--- config.mk ---
export PLATFORM = sky130hd
export DESIGN_NAME = parallel_to_serial_flat
export DESIGN_NICKNAME = d
export VERILOG_FILES = /design/src/rtl/parallel_to_serial_if.sv /design/src/rtl/parallel_to_serial.sv /design/src/flat_wrapper.sv
export SDC_FILE = /design/constraint.sdc
export NUM_CORES = 1
export LEC_CHECK = 0
export BUFFER_PORTS_ARGS = -buffer_cell sky130_fd_sc_hd__buf_2
export CORE_ASPECT_RATIO = 0.75
export CORE_MARGIN = 2
export CORE_UTILIZATION = 45
export CTS_CLUSTER_SIZE = 16
export DETAILED_ROUTE_END_ITERATION = 12
export GPL_ROUTABILITY_DRIVEN = 1
export GPL_TIMING_DRIVEN = 0
export PLACE_DENSITY_LB_ADDON = 0.25
export SLEW_MARGIN = 10
export SYNTH_ARGS = -nofsm -noshare
export SYNTH_HDL_FRONTEND = slang
export SYNTH_SLANG_ARGS = --single-unit
export TNS_END_PERCENT = 50
--- constraint.sdc ---
create_clock -name iCE_CLK -period 1.42 [get_ports iCE_CLK]
set_clock_uncertainty 0.15 [all_clocks]
set_input_delay 0.142 -clock iCE_CLK [delete_from_list [all_inputs] [get_ports iCE_CLK]]
set_output_delay 0.142 -clock iCE_CLK [all_outputs]
set_load 0.005 [all_outputs]
--- src/rtl/parallel_to_serial_if.sv ---
// Word-in / byte-out handshake bundle for parallel_to_serial.
// The slave modport is the serializer's view of the bus; the master modport is its environment's view.
interface parallel_to_serial_if #(
  parameter int unsigned N = 16
);
  logic [N-1:0] in_word;
  logic         in_valid;
  logic         in_ready;
  logic [7:0]   tx_byte;
  logic         tx_valid;
  logic         tx_ready;
  logic         busy;
  logic         word_done;

  modport slave (
    input  in_word,
    input  in_valid,
    input  tx_ready,
    output in_ready,
    output tx_byte,
    output tx_valid,
    output busy,
    output word_done
  );

  modport master (
    output in_word,
    output in_valid,
    output tx_ready,
    input  in_ready,
    input  tx_byte,
    input  tx_valid,
    input  busy,
    input  word_done
  );
endinterface

--- src/rtl/parallel_to_serial.sv ---
// Serializes one N-bit word into N/8 bytes, most-significant byte first, over a valid/ready handshake.
// Optional trailing XOR checksum byte: define PARALLEL_TO_SERIAL_CHECKSUM_EN.
module parallel_to_serial #(
  parameter int unsigned N     = 16,
  parameter int unsigned CNT_W = 3
) (
  input logic                 iCE_CLK,
  input logic                 rst_n,
  parallel_to_serial_if.slave bus
);

  localparam int unsigned NumBytes = N / 8;
  localparam logic [CNT_W-1:0] LastIdx = CNT_W'(NumBytes - 1);
`ifdef PARALLEL_TO_SERIAL_CHECKSUM_EN
  localparam logic [CNT_W-1:0] CntMax = CNT_W'(NumBytes);
`else
  localparam logic [CNT_W-1:0] CntMax = CNT_W'(NumBytes - 1);
`endif

`ifdef PARALLEL_TO_SERIAL_CHECKSUM_EN
  typedef enum logic [1:0] {StIdle, StSend, StCsum} state_e;
`else
  typedef enum logic [1:0] {StIdle, StSend} state_e;
`endif

  state_e         state_q, state_d;
  logic [N-1:0]   shift_q, shift_d;
  logic [CNT_W-1:0] cnt_q, cnt_d;
  logic           done_q, done_d;
`ifdef PARALLEL_TO_SERIAL_CHECKSUM_EN
  logic [7:0]     csum_q, csum_d;
`endif

  logic           in_ready;
  logic           tx_valid;
  logic [7:0]     tx_byte;
  logic           busy;

  always_ff @(posedge iCE_CLK or negedge rst_n) begin
    if (!rst_n) begin
      state_q <= StIdle;
      shift_q <= '0;
      cnt_q   <= '0;
      done_q  <= 1'b0;
`ifdef PARALLEL_TO_SERIAL_CHECKSUM_EN
      csum_q  <= 8'h00;
`endif
    end else begin
      state_q <= state_d;
      shift_q <= shift_d;
      cnt_q   <= cnt_d;
      done_q  <= done_d;
`ifdef PARALLEL_TO_SERIAL_CHECKSUM_EN
      csum_q  <= csum_d;
`endif
    end
  end

  always_comb begin
    state_d  = state_q;
    shift_d  = shift_q;
    cnt_d    = cnt_q;
    done_d   = 1'b0;
`ifdef PARALLEL_TO_SERIAL_CHECKSUM_EN
    csum_d   = csum_q;
`endif
    in_ready = 1'b0;
    tx_valid = 1'b0;
    tx_byte  = 8'h00;
    busy     = 1'b1;

    unique case (state_q)
      StIdle: begin
        in_ready = 1'b1;
        busy     = 1'b0;
        if (bus.in_valid) begin
          shift_d = bus.in_word;
          cnt_d   = '0;
          state_d = StSend;
`ifdef PARALLEL_TO_SERIAL_CHECKSUM_EN
          csum_d  = 8'h00;
`endif
        end
      end

      StSend: begin
        tx_valid = 1'b1;
        tx_byte  = shift_q[N-1 -: 8];
        if (bus.tx_ready) begin
          shift_d = {shift_q[N-9:0], 8'h00};
`ifdef PARALLEL_TO_SERIAL_CHECKSUM_EN
          csum_d  = csum_q ^ shift_q[N-1 -: 8];
          cnt_d   = cnt_q + 1'b1;
          if (cnt_q == LastIdx) begin
            state_d = StCsum;
          end
`else
          if (cnt_q == LastIdx) begin
            // Clear rather than increment so the count stays within 0..N/8-1.
            cnt_d   = '0;
            state_d = StIdle;
            done_d  = 1'b1;
          end else begin
            cnt_d   = cnt_q + 1'b1;
          end
`endif
        end
      end

`ifdef PARALLEL_TO_SERIAL_CHECKSUM_EN
      StCsum: begin
        tx_valid = 1'b1;
        tx_byte  = csum_q;
        if (bus.tx_ready) begin
          cnt_d   = '0;
          state_d = StIdle;
          done_d  = 1'b1;
        end
      end
`endif

      default: begin
        state_d = StIdle;
      end
    endcase
  end

  assign bus.in_ready  = in_ready;
  assign bus.tx_valid  = tx_valid;
  assign bus.tx_byte   = tx_byte;
  assign bus.busy      = busy;
  assign bus.word_done = done_q;

`ifndef SYNTHESIS
  // A presented byte must hold until it is taken.
  a_hold_under_backpressure : assert property (@(posedge iCE_CLK) disable iff (!rst_n)
    (tx_valid && !bus.tx_ready) |=> (tx_valid && $stable(tx_byte)));

  a_count_bounded : assert property (@(posedge iCE_CLK) disable iff (!rst_n)
    cnt_q <= CntMax);

  a_done_single_cycle : assert property (@(posedge iCE_CLK) disable iff (!rst_n)
    done_q |=> !done_q);
`endif

endmodule

--- src/flat_wrapper.sv ---
// flat-port wrapper written by rule: the top's interface ports become plain ports
module parallel_to_serial_flat 
#(
  parameter int unsigned N     = 16,
  parameter int unsigned CNT_W = 3
)
  (iCE_CLK, rst_n, bus_in_word, bus_in_valid, bus_tx_ready, bus_in_ready, bus_tx_byte, bus_tx_valid, bus_busy, bus_word_done);
  parallel_to_serial_if #(.N(N)) bus_i ();
  input logic iCE_CLK;
  input logic rst_n;
  input wire logic [$bits(bus_i.in_word)-1:0] bus_in_word;
  input wire logic [$bits(bus_i.in_valid)-1:0] bus_in_valid;
  input wire logic [$bits(bus_i.tx_ready)-1:0] bus_tx_ready;
  output wire logic [$bits(bus_i.in_ready)-1:0] bus_in_ready;
  output wire logic [$bits(bus_i.tx_byte)-1:0] bus_tx_byte;
  output wire logic [$bits(bus_i.tx_valid)-1:0] bus_tx_valid;
  output wire logic [$bits(bus_i.busy)-1:0] bus_busy;
  output wire logic [$bits(bus_i.word_done)-1:0] bus_word_done;
  assign bus_i.in_word = bus_in_word;
  assign bus_i.in_valid = bus_in_valid;
  assign bus_i.tx_ready = bus_tx_ready;
  assign bus_in_ready = bus_i.in_ready;
  assign bus_tx_byte = bus_i.tx_byte;
  assign bus_tx_valid = bus_i.tx_valid;
  assign bus_busy = bus_i.busy;
  assign bus_word_done = bus_i.word_done;
  parallel_to_serial #(.N(N), .CNT_W(CNT_W)) u_core (.iCE_CLK(iCE_CLK), .rst_n(rst_n), .bus(bus_i));
endmodule
Yosys cells after proc, flatten, opt, wreduce, memory -nomap -nowiden --
Cells that the tools add are included.
Storage, ports and cells: bits in registers 22, output and inout bits 12, logic and storage cells 32
Operators by class: add/subtract/negate cells 1, equal/unequal tests 5, multiplexer cells 18, reduce and logical (&&, ||, !) cells 4
Operators by type and width (number):
- 16-bit two-way mux | 2
- 16-bit one-hot mux with 2 select lines | 1
- 3-bit two-way mux | 3
- 8-bit two-way mux | 1
- 1-bit two-way mux | 6
- 2-bit two-way mux | 3
- 3-bit one-hot mux with 2 select lines | 1
- 3-bit AND reduction | 2
- 2-bit inequality test (second input constant) | 2
- 2-bit one-hot mux with 2 select lines | 1
- 3-bit by 1-bit adder with 3-bit output (second input constant) | 1
- 3-bit by 1-bit equality test with 1-bit output (second input constant) | 1
- 2-bit by 1-bit equality test with 1-bit output (second input constant) | 1
- 2-bit logical NOT | 1
- 2-bit by 1-bit inequality test with 1-bit output (second input constant) | 1
- 2-bit nonzero test | 1

Depth between registers and ports, before layout --
depth after elaboration 4, depth in mapped cells 4, mapped depth without buffers 3

Worst setup path before layout --
No wires, ideal clock.
path type register -> register, start point register u_core.state_q[0], end point register u_core.shift_q[15], arrival 0.909 ns, required time 1.133 ns, path slack 0.224 ns, cell stages (with the launch flop) 5, path buffers 2, path through dfrtp_1 > buf_4 > buf_2 > a211oi_1 > a21oi_1
Between the ends: longest elaborated chain between the ends 3, elaborated cells on any way between the ends 7
RTL lines:
- from (decl) | line parallel_to_serial.sv:26 | state_e state_q, state_d;
- from (signal assigned) | line parallel_to_serial.sv:41 | state_q <= StIdle;
- from (signal assigned) | line parallel_to_serial.sv:49 | state_q <= state_d;
- 2-bit by 1-bit equality test with 1-bit output or 2-bit logical NOT (tied branches) | line parallel_to_serial.sv:72 | unique case (state_q)
- 2-bit inequality test (no line) or 2-bit nonzero test (tied branches)
- 3-bit AND reduction (no line)
- to (signal assigned) | line parallel_to_serial.sv:50 | shift_q <= shift_d;
- to (decl) | line parallel_to_serial.sv:27 | logic [N-1:0] shift_q, shift_d;
Parallel ways exist; a longest one is shown, timed or not. A chain may end at the register's enable or synchronous reset.

Worst setup path in the final report --
start point register u_core.state_q[0], end point output port bus_tx_byte[6]
Between the ends: longest elaborated chain between the ends 2
RTL lines:
- 2-bit by 1-bit equality test with 1-bit output | line parallel_to_serial.sv:72
- 8-bit two-way mux | line parallel_to_serial.sv:72
- to (decl) | line flat_wrapper.sv:15 | output wire logic [$bits(bus_i.tx_byte)-1:0] bus_tx_byte;
Every way passes these cells.

==> results_dict.tcl <==
set metrics [dict create \
    r2r_end "u_core.shift_q[9]$_DFFE_PN0P_" \
    p_seq_share_pct 33.3 \
    syn_inst 112 \
    cts_inserted_buffers 3 \
    synth_top_area_share_pct 45.9 \
    cpMostUsedCell "buf_6" \
    cap_violations 0 \
    place_congestion 0.769 \
    finalSetupTns_ns -1.04 \
    finalMaxSlewViolations 0 \
    cpPeakStageDelay_ns 0.42 \
    failed_checks "setup timing" \
    hold_depth 3 \
    routedWlPerCell_microns 15.6 \
    die_w_microns 62.3 \
    grt_first_pass_wirelength_microns 5040 \
    clock_latency_ns 0.31 \
    nets 188 \
    die_area_sq_um 2970 \
    ys_ff_latch 21 \
    cp_num_buf_inv 3 \
    rsz0062_at_grt "true" \
    cts_tree "done" \
    hpwl_microns 1900 \
    yosys.area.top_type "dfrtp_1" \
    path_cells "buf_6 > buf_8 > and2_4 > buf_6" \
    htreeDepth 1 \
    drive_gt1_share_pct 41.3 \
    switching_share_pct 36.3 \
    grt_pass1_vias 1024 \
    worstHoldStart "bus_in_word[2]" \
    synth_nets 132 \
    hold_end "u_core.shift_q[2]$_DFFE_PN0P_" \
    fillers 187 \
    clock_sinks 21 \
    area_growth_pct 47.6 \
    crit_fanout 7 \
    grt_antenna_before_repair 0 \
    ant_nets 0 \
    antenna_cells 0 \
    core_area_sq_um 2360 \
    p_int_uw 2000 \
    p_leak_uw 0.000800 \
    worstSetupPathType "reg -> out" \
    drc 0 \
    io_buffer_count 29 \
    yosys-top-cells-area "dfrtp_1 46%, mux2i_1 14%, o22ai_1 5.5%" \
    setup_viol 10 \
    finalCritPeriodShare_pct 108 \
    synth_cell_types 21 \
    layout_common_cells "21 x buf_2, 21 x dfrtp_1, 16 x mux2i_1" \
    routed_wl_microns 3140 \
    cp_top_family "flip-flops" \
    arrival_ns 1.24 \
    drt_iter0_drc 33 \
    start_kind "register" \
    ioPinCount 32 \
    cts.clk_slew.worst_paths_ns 0.12 \
    tightest_slew_ns 0.496 \
    clockPowerShare_pct 9.5 \
    ys.warnings.count 0 \
    clk_path_buf_depth 2 \
    pwr-share-comb_pct 57.2 \
    viasPerCell 5.27 \
    design_area_sq_um 1690 \
    vias 1060 \
    hold_violations 0 \
    worstPathRequired_ns 1.13 \
    setup_ws_ns -0.112 \
    clock.fmax_mhz 653 \
    dr.pass1.iters 4 \
    grt.overflow.total 0 \
    cp_slowest_cell "dfrtp_1" \
    grt_start_max_net_pins 22 \
    r2r_cells 5 \
    num_rows 15 \
    start_util_pct 48.5 \
    endpoint_kind "primary output" \
    hold_path.class "in -> reg" \
    period_needed_ns 1.53 \
    slew_headroom_pct 66.9 \
    die_h_microns 47.7 \
    power.switching_uw 1140 \
    rrSetupSlack_ns 0.04 \
    p_per_area_nw_per_um2 1850 \
    synth_area_sq_um 1150 \
    place_area_sq_um 1330 \
    synth_area_per_cell_sq_um 10.2 \
    status "complete, but fails checks" \
    seq_area_sq_um 526 \
    multi_input_area_sq_um 584 \
    seq_area_frac_synth_pct 45.9 \
    fin_total_pwr_uw 3130 \
    vdd_drop_max_v 0.000851 \
    r2r_start "u_core.state_q[0]$_DFFE_PN0P_" \
    cts-root-buf "clkbuf_4" \
    track_usage_pct 22.6 \
]
[worst max-delay path by stage]
stage	start	to	slack (ns)	cells past startpoint
4_1_cts	u_core.state_q[0]$_DFFE_PN0P_	bus_tx_byte[3]	-0.1	4
3_5_place_dp	u_core.state_q[0]$_DFFE_PN0P_	u_core.shift_q[5]$_DFFE_PN0P_	0.08	3
6_report	u_core.state_q[0]$_DFFE_PN0P_	bus_tx_byte[6]	-0.11	4
2_1_floorplan	u_core.state_q[0]$_DFFE_PN0P_	u_core.shift_q[15]$_DFFE_PN0P_	0.22	4
3_3_place_gp	u_core.state_q[0]$_DFFE_PN0P_	u_core.shift_q[5]$_DFFE_PN0P_	0.07	3
5_1_grt	u_core.state_q[0]$_DFFE_PN0P_	bus_tx_byte[6]	-0.15	4
[registers in the layout (all words and copies together), names as in the netlist]
signal and cells:
u_core.shift_q 16, u_core.cnt_q 3, u_core.bus.word_done 1, u_core.state_q 1
[metrics by stage]
step / utilization [%] / hold WS (ns) / std cells / worst slack [ns]
floorplan: - / -0.304 / 112 / 0.224
global placement: 56.4 / -0.0245 / 175 / 0.0706
detailed placement: 56.4 / -0.0223 / 175 / 0.0810
CTS: 69.5 / 0.000680 / 200 / -0.0984
global route: 71.5 / 0.00314 / 201 / -0.152
finish: 71.5 / 0.00341 / 201 / -0.112
[repair_timing]
action / in CTS / in global routing
endpoints found under the setup margin: 8 / 17
setup buffers: 8 / 1
hold buffers: 13 / 0
resized for setup: 23 / 10
hold endpoints to repair: 33 / 0
[cell type report]
class,instances,share of cell area (%)
buffer,11,6.14
clock buffer,3,1.33
clock inverter,1,0.296
inverter,1,0.518
multi-input combinational,79,34.5
sequential,21,31.1
tap,34,2.51
timing repair buffer,51,23.6
[per-layer routing]
metal	wire length, microns	share of wire, %	global-route usage [%]
met2	1520	48	39.8
met3	116	3.7	5.41
met5	0	0	0
met4	16	0.51	4.00
met1	1490	47	30.1
[power by group through the flow]
stage / Sequential, uW / Combinational [uW] / Clock (uW)
global placement: 1020 / 1110 / 0
global route: 1080 / 1940 / 332
detailed placement: 1030 / 1150 / 0
floorplan: 996 / 784 / 0
finish: 1040 / 1790 / 298
CTS: 1030 / 1670 / 302
[logic make-up after synthesis]
logic type / Yosys count / synth area share, %
simple gates: 33 / 16.0
compound gates: 28 / 15.1
flops: 21 / 45.9
mux: 16 / 14.0
buf+inv: 12 / 7.53
xor+xnor: 2 / 1.53
[worst reg2reg max path: cells and delay by family (launching register included)]
kind,cells,cell delay [ns]
buf+inv,3,0.45
flops,1,0.42
compound gates,2,0.24
[Yosys cell counts]
cell and instances:
a21oi_1 9, a211oi_1 8, o21ai_1 1, nor2_1 2, and4b_1 1, and2_1 8, nand3b_1 1, buf_4 3
o22ai_1 10, xnor2_1 1, dfrtp_1 21, nand2_1 11, mux2i_1 16, nor2b_1 8, buf_6 3, xor2_1 1
clkbuf_1 1, inv_4 1, nor4_2 1, nand3_1 1, buf_2 4
Note: power is estimated with default switching activity, not from simulation.
